File: src/rtl/regfile_dump_reader.sv
// Register-file dump reader: walks SR1 select through every register and offers
// each captured word to a consumer over a valid/ready handshake.
module regfile_dump_reader #(
  parameter int NUM_REGS = 8,
  parameter int DATA_W   = 16
) (
  input  logic              clk,
  input  logic              reset,
  input  logic              start,
  input  logic              abort,
  output logic [2:0]        sr_sel,
  input  logic [DATA_W-1:0] sr_data,
  output logic [DATA_W-1:0] dump_data,
  output logic [2:0]        dump_idx,
  output logic              dump_valid,
  input  logic              dump_ready,
  output logic              busy,
  output logic              done
);

  typedef enum logic [2:0] {
    S_IDLE,
    S_SETUP,
    S_CAPT,
    S_SEND,
    S_FINISH
  } state_t;

  localparam logic [2:0] LAST_IDX = 3'(NUM_REGS - 1);

  state_t      state;
  state_t      state_nxt;
  logic [2:0]  idx;
  logic        launch;
  logic        accept;
  logic        is_last;

  assign launch  = (state == S_IDLE) && start && !abort;
  assign accept  = dump_valid && dump_ready;
  assign is_last = (idx == LAST_IDX);

  // NOTE: every output of this block gets a default before the case, so no latches.
  always_comb begin
    state_nxt  = state;
    dump_valid = (state == S_SEND);
    busy       = (state != S_IDLE);
    done       = (state == S_FINISH);
    case (state)
      S_IDLE:   if (launch) state_nxt = S_SETUP;
      S_SETUP:  state_nxt = S_CAPT;
      S_CAPT:   state_nxt = S_SEND;
      S_SEND:   if (accept) state_nxt = is_last ? S_FINISH : S_SETUP;
      S_FINISH: state_nxt = S_IDLE;
      default:  state_nxt = S_IDLE;
    endcase
    // Abort overrides everything outside IDLE, including a same-cycle acceptance.
    if (abort && state != S_IDLE) state_nxt = S_IDLE;
  end

  // NOTE: sequential state uses non-blocking assignments so all registers update together.
  always_ff @(posedge clk) begin
    if (reset) begin
      state     <= S_IDLE;
      idx       <= '0;
      sr_sel    <= '0;
      dump_data <= '0;
      dump_idx  <= '0;
    end else begin
      state <= state_nxt;
      case (state)
        S_IDLE:  if (launch) idx <= '0;
        S_SETUP: sr_sel <= idx;
        S_CAPT: begin
          dump_data <= sr_data;
          dump_idx  <= idx;
        end
        // Index saturates at the last register; FINISH follows instead of a wrap.
        S_SEND:  if (accept && !is_last && !abort) idx <= idx + 3'd1;
        default: ;
      endcase
    end
  end

endmodule

File: config.mk
export PLATFORM = sky130hd
export DESIGN_NAME = regfile_dump_reader
export DESIGN_NICKNAME = d
export VERILOG_FILES = /design/src/rtl/regfile_dump_reader.sv
export SDC_FILE = /design/constraint.sdc
export NUM_CORES = 1
export LEC_CHECK = 0
export ABC_CLOCK_PERIOD_IN_PS = 1900
export CAP_MARGIN = 40
export CORE_UTILIZATION = 42
export DETAILED_ROUTE_END_ITERATION = 7
export GPL_TIMING_DRIVEN = 0
export PLACE_DENSITY = 0.78
export SETUP_SLACK_MARGIN = 0.4
export SLEW_MARGIN = 15
export SYNTH_ARGS = -nofsm -noshare
export SYNTH_HDL_FRONTEND = slang
export SYNTH_SLANG_ARGS = --single-unit
export TNS_END_PERCENT = 30
File: constraint.sdc
create_clock -name clk -period 1.9 [get_ports clk]
set_input_delay 0.57 -clock clk [delete_from_list [all_inputs] [get_ports clk]]
set_output_delay 0.57 -clock clk [all_outputs]
set_load 0.02 [all_outputs]
# After elaboration in Yosys (flattened, before gate mapping)
# Index checks and enable logic that the tools add are counted.
# W data, S select, Z words.
totals:
  ff_bits: 28
  latchBits: 0
  ram_bits: 0
  romBits: 0
  input_bits: 21
  out_inout_bits: 25
  wordCells: 35
  n_memories: 0
classes:
  add_sub_neg: 1
  mul: 0
  n_div: 0
  magnitude_cmp: 0
  eq_ne: 8
  n_shift: 0
  muxes: 7
  bitwise: 0
  reduce_logical: 14
op_table:
  columns: ["cell", "n"]
  rows:
  - ["$mux W3", 5]
  - ["$pmux W3 S4", 1]
  - ["$eq A3 B2 Y1 const B", 2]
  - ["$eq A3 B3 Y1 const B", 2]
  - ["$logic_and A1 B1 Y1", 6]
  - ["$pmux W3 S2", 1]
  - ["$ne A2 B1 Y1 const B", 2]
  - ["$add A3 B1 Y3 const B", 1]
  - ["$eq A3 B1 Y1 const B", 1]
  - ["$logic_not A3 Y1", 1]
  - ["$reduce_and A3 Y1", 1]
  - ["$reduce_bool A3 Y1", 1]
  - ["$logic_not A1 Y1", 2]
  - ["$ne A2 B2 Y1 const B", 1]
  - ["$reduce_and A2 Y1", 1]
  - ["$reduce_bool A2 Y1", 1]
  - ["$reduce_or A2 Y1", 1]

# Logic depth before layout (Yosys ltp)
# Gate-level depths: netlist (run 1).
logic_depth:
  depth_word: 6
  depth_mapped: 6
  ltp_nobuf: 5

# Worst setup path before layout (run 1)
# Ideal clock, no wire load.
synth_timing:
  path_kind: "register -> output"
  start: "register state[2]"
  end: "output done"
  arrival_time_ns: 0.966
  t_required_ns: 1.330
  setup_slack_ns: 0.364
  stages_incl_launch_ff: 3
  n_path_buf: 1
  cell_sequence: "dfxtp_1 -> buf_6 -> nor3b_1"
synth_between:
  elab_chain_len: 1
synth_rtl:
  columns: ["element", "line", "source"]
  rows:
  - ["start: declaration", "31", "state_t state;"]
  - ["start signal: assignment", "69", "state <= state_nxt;"]
  - ["$eq A3 B3 Y1", "47", "done = (state == S_FINISH);"]
  - ["end: declaration", "18", "output logic done"]
# No other way between the ends.

# Worst setup path in the final report (run 1)
layout_timing:
  start: "register state[0]"
  end: "output busy"
layout_between:
  elab_chain_len: 1
layout_rtl:
  columns: ["element", "line", "source"]
  rows:
  - ["$reduce_bool A3 Y1", "46", "busy = (state != S_IDLE);"]
  - ["end: declaration", "17", "output logic busy,"]
# No other way between the ends.

==> results of run 1 <==
## sequential cells by signal, summed over array words and instances (netlist names)
signal     flops
dump_data     16
dump_idx       3
idx            3
sr_sel         3
state          3
## placed cells by master, fill, tap and decap left out, drive strengths merged
master / instances
mux2i: 3
or3b: 1
and3b: 1
nor4: 2
ha: 2
buf: 29
a2bb2oi: 1
nand2: 39
nand2b: 4
a21oi: 19
o21ai: 1
nand4b: 1
o22ai: 1
or3: 2
nor2: 4
clkdlybuf4s50: 20
o32ai: 3
inv: 2
dfxtp: 28
nor3b: 3
nand3: 1
clkbuf: 18
nor4b: 1
or2: 1
## metrics by stage
| step | instance area (um2) | util |
|---|---|---|
| 3_5_place_dp | 1660 | 0.653 |
| 5_1_grt | 1750 | 0.687 |
| 4_1_cts | 1700 | 0.667 |
| 6_report | 1750 | 0.687 |
| 2_1_floorplan | 1170 | - |
| 3_3_place_gp | 1660 | 0.653 |
## logic make-up after synthesis
group / after synthesis
flops: 28
mux: 3
buf+inv: 11
compound gates: 25
fa+ha+maj: 2
simple gates: 60
## cell type report
class                   instances  area (um2)  area share
well taps                      30        37.5      0.0215
inverters                       2        7.51     0.00429
repair buffers                 54         424       0.243
multi-input cells              90         596       0.341
flip-flops and latches         28         564       0.323
clock buffers                   4        36.3      0.0208
plain buffers                   9        82.6      0.0472
## worst paths after layout
kind | start | endpoint | slack [ps]
max | state[0] | busy | 20
min | dump_data[3] | dump_data[3] | 460
max reg2reg | state[1] | dump_data[15] | 320
min reg2reg | dump_data[3] | dump_data[3] | 460
## power by group
group / total, mW / internal (mW) / switching, mW
Sequential: 0.598 / 0.595 / 0.00351
Clock: 0.283 / 0.117 / 0.165
Combinational: 0.129 / 0.0714 / 0.0577
## what timing repair did
item,CTS,global route
setup buffers,5,4
endpoints found under the setup margin,48,37
pin swaps,2,16
gates resized for setup,64,49
## worst reg2reg max path: cells and delay by family (launching register included)
kind,cells,cell delay (ps)
buf+inv,4,560
simple gates,2,480
compound gates,1,140
flops,1,360
## metal layers
layer,GRT usage,vias up,share of wire
met2,0.335,28,0.52
met1,0.223,499,0.41
met5,0,-,0
met3,0.0667,0,0.067
li1,-,553,-
met4,0.0385,0,0
==> metrics.csv, run 1 <==
metric,value,unit
outcome,completed,
core_area,0.00254,mm2
pre_cts_slack,-164,ps
synth-compound-area-share,0.124,
ant_nets,0,
cts-root-buf,clkbuf_4,
worstSkewPairLatency,320,ps
crit_path_end_kind,output pin,
drv.max_cap_violation_count,0,
cp.required,1330,ps
row_count,18,
h-tree-depth,1,
ys.flop_type,dfxtp_1,
grt_pass1_vias,957,
cts.path.max_buffers,2,
r2r_cells,7,
finalPower,1.01,mW
drc,0,
cts_hold_buf,0,
finalCritPeriodShare,0.988,
chipHeight,54.8,um
portBuffers,45,
max_freq,0.533,GHz
synthAdderAreaFrac,0.0214,
cts_made_buffers,3,
slew_headroom,0.710,
synth.ff_latch_count,28,
crit_top_cell,buf_6,
synth_top_area_frac,0.480,
slowest_stage,or3_4,
startpoint_type,flop,
ys_seq_area_frac,0.480,
synthesis.nets,152,
cp.depth,3,
syn_to_final_growth,49.6,%
synth_top_area_cell,dfxtp_1,
synth_cell_types,27,
die_area,0.00300,mm2
overflow,0,
p_leak,0.740,nW
routed_wirelength,2.82,mm
synth_xor_area_frac,0,
synthTopCellsByArea,"dfxtp_1, nand2_1, a21oi_1, buf_6, mux2i_1",
min_path_cells,2,
clk_pin_slew_worst_paths,140,ps
avgSynthCellArea,9.06,um2
finalMaxSlewViolations,0,
final_hold_viol_count,0,
async_reset_ff_frac,0,
worst_clock_skew,8.09,ps
hold_ws,462,ps
grt_pass1_wl,4.09,mm
dp.final_hpwl,1.94,mm
crit_fanout,9,
min_path_type,flop to flop,
initial_core_util,0.459,
antenna_found_initial,0,
path_buf_inv,2,
cts_tree,yes,
rsz0062_at_grt,yes,
vias,1080,
syn_area,0.00117,mm2
gp_congestion,0.726,
ys_warn_count,0,
routedWlPerCell,13.0,um
cp.arrival,1310,ps
setup_ws,22.3,ps
vdd_drop_max,0.654,mV
synth_common_cells,"nand2_1, dfxtp_1, a21oi_1, buf_6",
fillers,203,
critical_path.max_stage_delay,370,ps
synth_top_family_by_area,simple AND/OR/NAND/NOR gates,
fin_setup_tns,0,ps
finalNetCount,211,
worstMarginPinSlew,433,ps
period_minus_slack,1880,ps
yosys.cell_count.top_type,nand2_1,
layoutNonFillerInstCount,217,
yosys.area_share.simple,0.275,
viasPerCell,4.98,
die_w,54.8,um
grt_usage,0.192,
layout-drive-gt1-share,0.412,
synth_mux_area_frac,0.0257,
powerDensity,578,mW/mm2
synth_edf_count,0,
finalSetupViolations,0,
synthCells,129,
grt_max_degree,16,
crit_chain,"buf_6, or3_4, buf_6",
dr.first_iter.drc_count,5,
critical_path.top_delay_family,simple AND/OR/NAND/NOR gates,
drt_first_pass_iters,4,
place_inst,204,
io_pins,46,
num_antenna_cells,0,
cts_sinks,28,
critPathKind,flop to output pin,
Power figures use the tool's default switching activity.
==> run 2: changes to the inputs <==
--- a/config.mk
+++ b/config.mk
@@ -5,12 +5,13 @@
 export SDC_FILE = /design/constraint.sdc
 export NUM_CORES = 1
 export LEC_CHECK = 0
-export ABC_CLOCK_PERIOD_IN_PS = 1900
+export ABC_CLOCK_PERIOD_IN_PS = 1700
 export CAP_MARGIN = 40
-export CORE_UTILIZATION = 42
+export CORE_UTILIZATION = 38
+export CTS_CLUSTER_SIZE = 16
 export DETAILED_ROUTE_END_ITERATION = 7
 export GPL_TIMING_DRIVEN = 0
-export PLACE_DENSITY = 0.78
+export PLACE_DENSITY = 0.74
 export SETUP_SLACK_MARGIN = 0.4
 export SLEW_MARGIN = 15
 export SYNTH_ARGS = -nofsm -noshare
==> constraint.sdc (replaced) <==
create_clock -name clk -period 1.7 [get_ports clk]
set_input_delay 0.51 -clock clk [delete_from_list [all_inputs] [get_ports clk]]
set_output_delay 0.51 -clock clk [all_outputs]
set_load 0.02 [all_outputs]
==> run 2 against run 1 <==
Effect of this change:
- the run now ends with DRC, setup timing left
- clock skew is 6.0 ps lower
- sequential cell count stayed put
- via count is 4.8% higher
- sequential power is 11% higher
- wire length is 17% higher
- global-route usage is 2.3 points lower
- non-clock buffer count is 7 higher
- worst setup slack worse by 120 ps
- combinational power is 41% higher
- critical endpoint unchanged
==> metrics.csv, run 2 (synthesis results as in run 1) <==
metric,value,unit,change
critPathKind,flop to output pin,,
slowest_stage,or3_4,,
drv.max_cap_violation_count,0,,unchanged
layout-drive-gt1-share,0.642,,+0.231
layoutNonFillerInstCount,224,,+3.2%
cp.arrival,1290,ps,-20 ps
dr.first_iter.drc_count,43,,+38
fillers,196,,-3.4%
worst_clock_skew,2.10,ps,-5.99 ps
largest_reg_flops,16,,unchanged
fin_setup_tns,-136,ps,-136 ps
viasPerCell,5.05,,+1.5%
cp.required,1190,ps,-140 ps
critical_path.max_stage_delay,380,ps,about the same
min_path_cells,2,,unchanged
crit_path_end_kind,output pin,,
finalNetCount,218,,+3.3%
routedWlPerCell,14.8,um,+14%
syn_to_final_growth,84.0,%,
clk_pin_slew_worst_paths,140,ps,about the same
max_freq,0.555,GHz,
core_area,0.00283,mm2,+11%
cts-root-buf,clkbuf_4,,
drc,5,,+5
min_path_type,flop to flop,,
cts_made_buffers,3,,unchanged
gp_congestion,0.786,,+8.3%
worstSkewPairLatency,310,ps,about the same
vdd_drop_max,0.466,mV,-29%
path_buf_inv,2,,unchanged
finalSetupViolations,3,,+3
finalCritPeriodShare,1.06,,
cts.path.max_buffers,2,,unchanged
vias,1132,,+4.8%
slew_headroom,0.687,,-0.0235
cts_tree,yes,,
h-tree-depth,1,,unchanged
powerDensity,514,mW/mm2,-11%
initial_core_util,0.413,,-0.0461
io_pins,46,,unchanged
routed_wirelength,3.31,mm,+17%
crit_chain,"buf_6, or3_4, buf_6",,
stdcell_area,0.00215,mm2,+23%
final_util,0.760,,+0.0735
dp.final_hpwl,1.90,mm,-2.1%
rsz0062_at_grt,yes,,
drt_first_pass_iters,6,,+2
critical_path.top_delay_family,simple AND/OR/NAND/NOR gates,,
place_inst,205,,+0.49%
chipHeight,57.5,um,+4.9%
grt_pass1_wl,4.33,mm,+5.9%
r2r_slack,140,ps,-180 ps
ant_nets,0,,unchanged
startpoint_type,flop,,
finalMaxSlewViolations,0,,unchanged
grt_usage,0.168,,-0.0235
outcome,finished with violations,,
antenna_found_initial,0,,unchanged
placedInstanceArea,0.00166,mm2,about the same
portBuffers,45,,unchanged
grt_max_degree,15,,-1
crit_top_cell,buf_6,,
die_w,57.5,um,+4.9%
p_leak,0.821,nW,+11%
grt_pass1_vias,1043,,+9.0%
final_hold_viol_count,0,,unchanged
violations,"DRC, setup timing",,
worstMarginPinSlew,468,ps,+35.1 ps
period_minus_slack,1800,ps,
die_area,0.00330,mm2,+10%
crit_fanout,6,,-3
r2r_cells,4,,-3
mostFrequentLayoutCells,"buf_6, nand2_1, dfxtp_2, clkdlybuf4s50_1, a21oi_2",,
cp.depth,3,,unchanged
regMostFlops,dump_data,,
setup_ws,-101,ps,-124 ps
overflow,0,,unchanged
cts_sinks,28,,unchanged
num_antenna_cells,0,,unchanged
layout_commonest_cell,buf_6,,
row_count,19,,+1
## run 2: cell count changes in the layout (fill, tap and decap cells not counted), sizes merged
cell,delta
buf,+18
clkbuf,-12
## run 2: power by group
group	total (mW)	switching [mW]	internal [mW]	leakage [nW]
Sequential	0.666	0.00886	0.657	0.241
Combinational	0.182	0.0755	0.106	0.567
Clock	0.257	0.175	0.0828	0.0138
## run 2: stage by stage
step | hold WS [ps] | power, mW | worst slack [ps]
5_1_grt | 479 | 1.15 | -145
3_5_place_dp | 449 | 0.816 | -284
2_1_floorplan | 461 | 0.741 | 316
3_3_place_gp | 442 | 0.813 | -246
6_report | 467 | 1.10 | -101
4_1_cts | 473 | 1.09 | -123
## run 2: metal layers
layer | wire length [um] | track usage | vias up
met3 | 97 | 0.0181 | 2
met4 | 27 | 0.0732 | 0
met1 | 1370 | 0.184 | 541
li1 | - | - | 565
met2 | 1810 | 0.322 | 24
met5 | 0 | 0 | -
## run 2: worst paths after layout
check / startpoint / endpoint
setup / recovery: state[2] / busy
hold / removal: dump_idx[0] / dump_idx[0]
setup reg to reg: idx[1] / idx[1]
hold reg to reg: dump_idx[0] / dump_idx[0]
## run 2: layout make-up
class | instances | area, um2 | area share
Timing Repair Buffer | 61 | 643 | 0.299
Clock buffer | 3 | 22.5 | 0.0105
Inverter | 2 | 7.51 | 0.00349
Buffer | 9 | 97.6 | 0.0454
Sequential cell | 28 | 608 | 0.283
Multi-Input combinational cell | 90 | 733 | 0.341
Tap cell | 31 | 38.8 | 0.0180
## run 2: worst min-delay path: stages, from the launching register on
cell and delay (ps):
dfxtp_2 360, nand2_4 50, a21oi_2 40
## run 2: timing repair
item / 4_1_cts / 5_1_grt
hold buffers: 0 / 0
pin swaps: 9 / 39
setup endpoints to repair: 48 / 51
gates resized for setup: 192 / 58
gates cloned: 0 / 2
setup buffers: 2 / 12
==> run 3: changes to the inputs <==
--- a/config.mk
+++ b/config.mk
@@ -6,7 +6,7 @@
 export NUM_CORES = 1
 export LEC_CHECK = 0
 export ABC_CLOCK_PERIOD_IN_PS = 1700
-export CAP_MARGIN = 40
+export CAP_MARGIN = 25
 export CORE_UTILIZATION = 38
 export CTS_CLUSTER_SIZE = 16
 export DETAILED_ROUTE_END_ITERATION = 7
==> results of run 3 <==
The final DEF is identical to that of run 2; final timing and power are the same.
